===== config.mk =====
export PLATFORM = sky130hd
export DESIGN_NAME = mem_stage_ctrl
export DESIGN_NICKNAME = d
export VERILOG_FILES = /design/src/rtl/mem_stage_pkg.sv /design/src/rtl/mem_stage_reg.sv /design/src/rtl/mem_stage_ctrl.sv
export SDC_FILE = /design/constraint.sdc
export NUM_CORES = 1
export LEC_CHECK = 0
export CORE_MARGIN = 2
export CORE_UTILIZATION = 36
export CTS_CLUSTER_SIZE = 20
export DETAILED_ROUTE_END_ITERATION = 12
export HOLD_SLACK_MARGIN = 0.06
export PLACE_DENSITY = 0.78
export REMOVE_ABC_BUFFERS = 1
export SKIP_CTS_REPAIR_TIMING = 1
export SLEW_MARGIN = 15
export SYNTH_ARGS = -nofsm -noshare
export SYNTH_HDL_FRONTEND = slang
export SYNTH_SLANG_ARGS = --single-unit

===== constraint.sdc =====
create_clock -name clk -period 1.5 [get_ports clk]
set_input_delay 0.375 -clock clk [delete_from_list [all_inputs] [get_ports clk]]
set_output_delay 0.375 -clock clk [all_outputs]
set_load 0.01 [all_outputs]

===== src/rtl/mem_stage_pkg.sv =====
// Shared types and default sizes for the memory-stage controller.
// The optional access watchdog is enabled by defining MEM_TIMEOUT_EN.
package mem_stage_pkg;

  // Access FSM: IDLE accepts a new memop, WAIT holds it until ack (or abort).
  typedef enum logic {
    IDLE = 1'b0,
    WAIT = 1'b1
  } state_e;

  localparam int N_DEF       = 32;  // data/address width
  localparam int M_DEF       = 4;   // register-index width
  localparam int TIMEOUT_DEF = 15;  // WAIT cycles before abort (watchdog builds only)

endpackage : mem_stage_pkg


===== src/rtl/mem_stage_reg.sv =====
// Parameterised pipeline register with a synchronous active-low clear and a
// write enable. One instance is used for each Memory-Writeback field.
module mem_stage_reg #(
  parameter int W = 1
) (
  input  logic         clk,
  input  logic         rst,
  input  logic         wen_i,
  input  logic [W-1:0] d_i,
  output logic [W-1:0] q_o
);

  // Clear on reset, otherwise load when enabled.
  // NOTE: reset is sampled inside the clocked block, so it only takes effect
  // on a rising edge; it is not in the sensitivity list.
  always_ff @(posedge clk) begin
    if (!rst) begin
      q_o <= '0;
    end else if (wen_i) begin
      q_o <= d_i;
    end
  end

endmodule : mem_stage_reg


===== src/rtl/mem_stage_ctrl.sv =====
// Memory-stage controller: reads the EX/MEM register, runs the data-memory
// load/store through a req/ack handshake, stalls upstream while an access is
// outstanding, and registers the result into the MEM/WB outputs.
// Optional feature: define MEM_TIMEOUT_EN to enable the WAIT watchdog, which
// aborts an access after TIMEOUT unacknowledged WAIT cycles and pulses err_W.
module mem_stage_ctrl
  import mem_stage_pkg::*;
#(
  parameter int N       = N_DEF,
  parameter int M       = M_DEF,
  parameter int TIMEOUT = TIMEOUT_DEF
) (
  input  logic         clk,
  input  logic         rst,
  // EX/MEM stage inputs
  input  logic         pcload_M,
  input  logic         regw_M,
  input  logic         memw_M,
  input  logic         regmem_M,
  input  logic [M-1:0] regScr_M,
  input  logic [N-1:0] ALUrslt_M,
  input  logic [N-1:0] address_M,
  // data-memory handshake
  output logic         mem_req,
  output logic         mem_we,
  output logic [N-1:0] mem_addr,
  output logic [N-1:0] mem_wdata,
  input  logic         mem_ack,
  input  logic [N-1:0] mem_rdata,
  // pipeline control
  output logic         stall_M,
  // MEM/WB stage outputs
  output logic         pcload_W,
  output logic         regw_W,
  output logic [M-1:0] regScr_W,
  output logic [N-1:0] result_W,
  output logic [N-1:0] address_W,
  output logic         err_W
);

  localparam int CW = $clog2(TIMEOUT + 1);
  localparam logic [CW-1:0] CNT_ONE = CW'(1);
  localparam logic [CW-1:0] CNT_MAX = {CW{1'b1}};

  state_e          state_q, state_d;
  logic [CW-1:0]   wait_cnt_q, wait_cnt_d;
  logic            memop;
  logic            abort;

  // Next-state values for the MEM/WB fields.
  logic            pcload_d;
  logic            regw_d;
  logic [M-1:0]    regscr_d;
  logic [N-1:0]    result_d;
  logic [N-1:0]    address_d;

  // A store and a load flagged together is issued as a store; the writeback
  // mux below still picks memory data because regmem_M is set.
  assign memop = memw_M | regmem_M;

`ifdef MEM_TIMEOUT_EN
  // Watchdog fires in the cycle where the count has reached TIMEOUT and the
  // memory still has not answered.
  assign abort = (state_q == WAIT) && (wait_cnt_q == CW'(TIMEOUT)) && !mem_ack;
`else
  assign abort = 1'b0;
`endif

  // The request and the stall are purely combinational so a zero-wait access
  // completes in the same cycle it is presented.
  assign mem_req   = memop & ~abort;
  assign mem_we    = memw_M;
  assign mem_addr  = address_M;
  assign mem_wdata = ALUrslt_M;
  assign stall_M   = memop & ~mem_ack & ~abort;

  // State register for the access FSM and its WAIT-cycle counter.
  // NOTE: sequential state uses non-blocking assignments so every register
  // samples pre-edge values regardless of block ordering.
  always_ff @(posedge clk) begin
    if (!rst) begin
      state_q    <= IDLE;
      wait_cnt_q <= '0;
    end else begin
      state_q    <= state_d;
      wait_cnt_q <= wait_cnt_d;
    end
  end

  // Next-state logic: enter WAIT on an unacknowledged memop, leave on ack or
  // abort. The counter saturates so it can never wrap back to a small value.
  // NOTE: every output of this block gets a default first, otherwise paths
  // that do not assign it would infer a latch.
  always_comb begin
    state_d    = state_q;
    wait_cnt_d = wait_cnt_q;
    unique case (state_q)
      IDLE: begin
        // Without a memop the ack line is ignored entirely.
        if (memop && !mem_ack) begin
          state_d    = WAIT;
          wait_cnt_d = CNT_ONE;
        end
      end
      WAIT: begin
        if (mem_ack || abort) begin
          state_d    = IDLE;
          wait_cnt_d = '0;
        end else if (wait_cnt_q != CNT_MAX) begin
          wait_cnt_d = wait_cnt_q + CNT_ONE;
        end
      end
      default: begin
        state_d    = IDLE;
        wait_cnt_d = '0;
      end
    endcase
  end

  // MEM/WB capture: a stall or an abort inserts a bubble (control flags
  // cleared, data fields held); otherwise the EX/MEM fields pass through.
  always_comb begin
    pcload_d  = 1'b0;
    regw_d    = 1'b0;
    regscr_d  = regScr_W;
    result_d  = result_W;
    address_d = address_W;
    if (!stall_M && !abort) begin
      pcload_d  = pcload_M;
      regw_d    = regw_M;
      regscr_d  = regScr_M;
      result_d  = regmem_M ? mem_rdata : ALUrslt_M;
      address_d = address_M;
    end
  end

  mem_stage_reg #(.W(1)) u_pcload_w (
    .clk  (clk),
    .rst  (rst),
    .wen_i(1'b1),
    .d_i  (pcload_d),
    .q_o  (pcload_W)
  );

  mem_stage_reg #(.W(1)) u_regw_w (
    .clk  (clk),
    .rst  (rst),
    .wen_i(1'b1),
    .d_i  (regw_d),
    .q_o  (regw_W)
  );

  mem_stage_reg #(.W(M)) u_regscr_w (
    .clk  (clk),
    .rst  (rst),
    .wen_i(1'b1),
    .d_i  (regscr_d),
    .q_o  (regScr_W)
  );

  mem_stage_reg #(.W(N)) u_result_w (
    .clk  (clk),
    .rst  (rst),
    .wen_i(1'b1),
    .d_i  (result_d),
    .q_o  (result_W)
  );

  mem_stage_reg #(.W(N)) u_address_w (
    .clk  (clk),
    .rst  (rst),
    .wen_i(1'b1),
    .d_i  (address_d),
    .q_o  (address_W)
  );

`ifdef MEM_TIMEOUT_EN
  // The error flag is high only on the bubble that follows an abort.
  mem_stage_reg #(.W(1)) u_err_w (
    .clk  (clk),
    .rst  (rst),
    .wen_i(1'b1),
    .d_i  (abort),
    .q_o  (err_W)
  );
`else
  assign err_W = 1'b0;
`endif

endmodule : mem_stage_ctrl


==> impl_metrics.json, run 1 <==
{
  "diodes": 0,
  "crit_path_max_fanout": 3,
  "ys_seq_elements": 70,
  "rrSetupSlack_ps": 780,
  "fin_cells": 707,
  "wire_per_inst_um": 15.59,
  "max_freq_mhz": 677.5,
  "cts_buffer_depth": 2,
  "slew_headroom": 0.6358,
  "synth-edff-count": 0,
  "drive_gt1_frac": 0.1446,
  "drv_cap": 0,
  "holdWs_ps": 454.3,
  "design_area_um2": 6456,
  "drt_iter0_drc": 89,
  "end_kind": "output pin",
  "post-route-drc-count": 0,
  "vias_per_cell": 4.717,
  "required_ps": 1120,
  "portBuffers": 243,
  "status": "complete, no violations",
  "synth_cell_types": 16,
  "worst_slew_pin_slew_ps": 546.2,
  "nNetsFinal": 676,
  "use_met1": 0.2086,
  "rsz0062_at_grt": "no",
  "skew_ps": 0,
  "synth_top_area_frac": 0.3829,
  "grtUsageMet2": 0.3284,
  "cts.sinks": 70,
  "worstPathCellList": "dlymetal6s2s_1 > clkdlybuf4s50_1",
  "start_util": 0.3727,
  "fin_setup_tns_ps": 0,
  "vias": 3335,
  "worst-path-buf-inv": 2,
  "clock-root-buffer": "clkbuf_8",
  "dpl_cell_area_um2": 5864,
  "track_usage": 0.1882,
  "slew_violations": 0,
  "grt_pass1_vias": 3324,
  "fin_crit_ps": 1476,
  "dieHeight_um": 104.8,
  "rows": 36,
  "areaGrowthSynthToFinish_pct": 76.41,
  "dp.cells": 691,
  "insertion_delay_ps": 340,
  "ys_async_sr_fraction": 0,
  "synth_largest_area_cell": "dfxtp_1",
  "dp_hpwl_mm": 8.072,
  "cts_buffers": 9,
  "synth-seq-area-share": 0.3829,
  "crit_family": "buffers and inverters",
  "design.core.area_um2": 9819,
  "syn_area_um2": 3660,
  "syn_inst": 378,
  "global_route.overflow_total": 0,
  "syn_avg_cell_area_um2": 9.682,
  "first_pass_iters": 4,
  "fp.dieW_um": 104.8,
  "routed_wl_mm": 11.02,
  "hp-class": "flop to flop",
  "grt_max_degree": 52,
  "yosys-top-cells-area": "dfxtp_1, mux2i_1, buf_4",
  "path_clk_slew_ps": 80,
  "grt_pass1_wl_mm": 16.79,
  "cp_slowest_cell": "clkdlybuf4s50_1",
  "leakage_nw": 4.217,
  "io_pins": 245,
  "crit_type": "input pin to output pin",
  "worstPathArrival_ps": 1100,
  "max_stage_delay_ps": 570,
  "powerDensity_nw_per_um2": 827.7,
  "antenna_found_initial": 0,
  "ir_worst_vdd_mv": 0.4711,
  "finalCritPeriodShare": 0.9840,
  "cts-htree-levels": 3,
  "die_area_um2": 10990,
  "cts_tree": "done",
  "met3_usage": 0.08172,
  "dominantRegCellSynth": "dfxtp_1",
  "gp_congestion": 0.7614,
  "setup_viol_count_final": 0,
  "synth_common_cells": "buf_4, nand2_1, dfxtp_1",
  "drtAntennaViolNets": 0,
  "finalHoldViolations": 0,
  "grt-busiest-layer": "met2",
  "crit_path_start_kind": "input pin",
  "synth_warnings": 0
}
per-stage QoR:
step | util | power, mW | worst slack [ps]
after floorplan | - | 2.566 | -4071
after global placement | 0.5972 | 3.556 | -539.9
after detailed placement | 0.5972 | 3.584 | -544.4
after CTS | 0.6223 | 5.467 | -545.0
after global routing | 0.6575 | 5.588 | 14.95
final | 0.6575 | 5.344 | 24.07
per-layer routing:
| layer | up-vias | wire, um |
|---|---|---|
| met5 | - | 0 |
| met4 | 0 | 116 |
| met3 | 11 | 1125 |
| met2 | 161 | 5559 |
| met1 | 1559 | 4223 |
| li1 | 1604 | - |
tightest hold or removal path, stage by stage, from the launching register on:
cell     delay, ps
dfxtp_1        310
nand2_1         50
mux2i_1         50
logic make-up (layout without fill, tap and decap cells):
group                  after synthesis  after routing  synth area share
and+or+nand+nor                    107            107            0.1118
muxes                               68             68            0.1860
AOI/OAI and AO/OA                   33             33            0.1282
other                                1              1          0.001025
DFF                                 70             70            0.3829
buffers and inverters               99            295            0.1901
where the power goes:
part / internal (mW) / total (mW) / switching [mW]
clock network: 1.15 / 1.88 / 0.729
registers: 2.00 / 2.07 / 0.0695
logic: 0.810 / 1.40 / 0.586
flip-flops by register name (all words and copies together) (netlist names):
signal	flops
u_regscr_w.q_o	4
u_pcload_w.q_o	1
u_result_w.q_o	32
u_regw_w.q_o	1
u_address_w.q_o	32
layout make-up:
type,count,area (um2)
inverter,2,7.507
timing repair buffer,277,3060
multi-input combinational,209,1574
sequential,70,1401
clock inverter,6,108.9
tap,133,166.4
clock buffer,10,137.6
fill,779,3363
cells in the final DEF, fill, tap and decap left out, drive strengths merged:
cell	instances
nand2	72
clkbuf	10
dfxtp	70
buf	36
nor2	32
conb	1
dlymetal6s2s	138
o21bai	1
or2	1
and3	2
a221oi	32
clkinv	3
mux2i	68
bufinv	3
inv	2
clkdlybuf4s50	103
final timing paths:
kind / startpoint / to / depth (start not counted)
setup / recovery: memw_M / mem_we / 2
setup reg to reg: u_result_w.q_o[18] / u_result_w.q_o[18] / 2
hold / removal: u_address_w.q_o[0] / u_address_w.q_o[0] / 2
hold reg to reg: u_address_w.q_o[0] / u_address_w.q_o[0] / 2
(Power assumes the default switching activity.)
==> inputs of run 2 (changes only) <==
- CTS_CLUSTER_DIAMETER: default -> 100
- PLACE_DENSITY: 0.78 -> 0.77
==> run 2 against run 1 <==
Effect of this change: maximum frequency rose by 2.0%; first-iteration DRC count fell by 49%; clock-buffer cell count rose by 3; global-route usage fell by 0.22 points; critical endpoint is now mem_addr[12].
==> impl_metrics.json, run 2 (synthesis gave the netlist of run 1 again) <==
{
  "max_stage_delay_ps": 520,
  "worstPathCellList": "clkdlybuf4s50_1 > dlymetal6s2s_1",
  "dieHeight_um": 104.8,
  "cts_buffer_depth": 2,
  "ir_worst_vdd_mv": 0.4646,
  "track_usage": 0.1860,
  "drtAntennaViolNets": 0,
  "slew_headroom": 0.6372,
  "drt_iter0_drc": 45,
  "crit_family": "buffers and inverters",
  "path_clk_slew_ps": 70,
  "final_common_cell": "dlymetal6s2s_1",
  "grt_pass1_vias": 3344,
  "status": "complete, no violations",
  "crit_path_max_fanout": 2,
  "dp_slack_ps": -565.8,
  "powerDensity_nw_per_um2": 807.1,
  "cts_tree": "done",
  "post-route-drc-count": 0,
  "slew_violations": 0,
  "areaGrowthSynthToFinish_pct": 76.10,
  "cts-htree-levels": 3,
  "min_path_cells": 2,
  "max_freq_mhz": 690.8,
  "setup_viol_count_final": 0,
  "dp.cells": 689,
  "cts_buffers": 9,
  "cts.sinks": 70,
  "rsz0062_at_grt": "no",
  "insertion_delay_ps": 330,
  "fin_crit_ps": 1448,
  "vias": 3334,
  "portBuffers": 243,
  "leakage_nw": 4.204,
  "largest_registers": "u_address_w.q_o x32, u_result_w.q_o x32, u_regscr_w.q_o x4",
  "hp-class": "flop to flop",
  "global_route.overflow_total": 0,
  "skew_ps": 0,
  "required_ps": 1120,
  "finalCritPeriodShare": 0.9651,
  "fin_cells": 705,
  "vias_per_cell": 4.729,
  "rrSetupSlack_ps": 790,
  "r2r_end": "u_result_w.q_o[1]",
  "cp_slowest_cell": "clkdlybuf4s50_1",
  "rows": 36,
  "whs_endpoint": "u_address_w.q_o[30]",
  "fp.dieW_um": 104.8,
  "drv_cap": 0,
  "start_util": 0.3727,
  "first_pass_iters": 4,
  "dp_hpwl_mm": 8.158,
  "rr_worst_depth": 2,
  "drive_gt1_frac": 0.1434,
  "wire_per_inst_um": 15.56,
  "crit_type": "input pin to output pin",
  "worst-path-buf-inv": 2,
  "clock-root-buffer": "clkbuf_8",
  "die_area_um2": 10990,
  "end_kind": "output pin",
  "antenna_found_initial": 0,
  "nNetsFinal": 674,
  "min-delay-start": "u_address_w.q_o[30]",
  "r2r_start": "u_result_w.q_o[1]",
  "final_cell_mix": "dlymetal6s2s_1, clkdlybuf4s50_1, nand2_1",
  "crit_path_start_kind": "input pin",
  "setup_ws_ps": 52.32,
  "io_pins": 245,
  "gp_congestion": 0.7506,
  "worstPathArrival_ps": 1070,
  "grt_pass1_wl_mm": 16.50,
  "grt_max_degree": 75,
  "design.core.area_um2": 9819,
  "finalHoldViolations": 0,
  "diodes": 0,
  "worst_slew_pin_slew_ps": 544.2,
  "routed_wl_mm": 10.97
}
## run 2: per-layer routing
| metal | track usage | wire, um |
|---|---|---|
| met1 | 0.1953 | 4087 |
| met2 | 0.3307 | 5550 |
| met3 | 0.07735 | 1137 |
| met4 | 0.06857 | 196 |
| met5 | 0 | 0 |
## run 2: worst max path at each step
| stage | slack (ps) | cells after the start | endpoint | start |
|---|---|---|---|---|
| after CTS | -580 | 4 | stall_M | mem_ack |
| after global placement | -580 | 4 | stall_M | mem_ack |
| after detailed placement | -570 | 4 | stall_M | mem_ack |
| after floorplan | -4070 | 2 | stall_M | regmem_M |
| after global routing | 30 | 2 | mem_addr[25] | address_M[25] |
| final | 50 | 2 | mem_addr[12] | address_M[12] |
## run 2: stage by stage
stage                     power (mW)  area [um2]  hold WS, ps    util  setup TNS [ps]
after floorplan                2.566        2972        479.0       -         -267030
after global placement         3.554        5849        440.6  0.5957          -47710
after detailed placement       3.581        5849        448.1  0.5957          -48290
after CTS                      5.333        6083        461.2  0.6195          -33020
after global routing           5.436        6445        478.9  0.6563               0
final                          5.202        6445        455.2  0.6563               0
## run 2: cell type report
cell class	count	area, um2
flip-flops and latches	70	1401
well taps	133	166.4
clock inverters	3	65.06
fillers	776	3374
inverters	2	7.507
multi-input cells	209	1580
repair buffers	275	3055
clock buffers	13	168.9
## run 2: where the power goes
| part | internal (mW) | total [mW] | switching [mW] |
|---|---|---|---|
| Clock | 1.07 | 1.73 | 0.662 |
| Sequential | 2.00 | 2.07 | 0.0688 |
| Combinational | 0.811 | 1.40 | 0.585 |
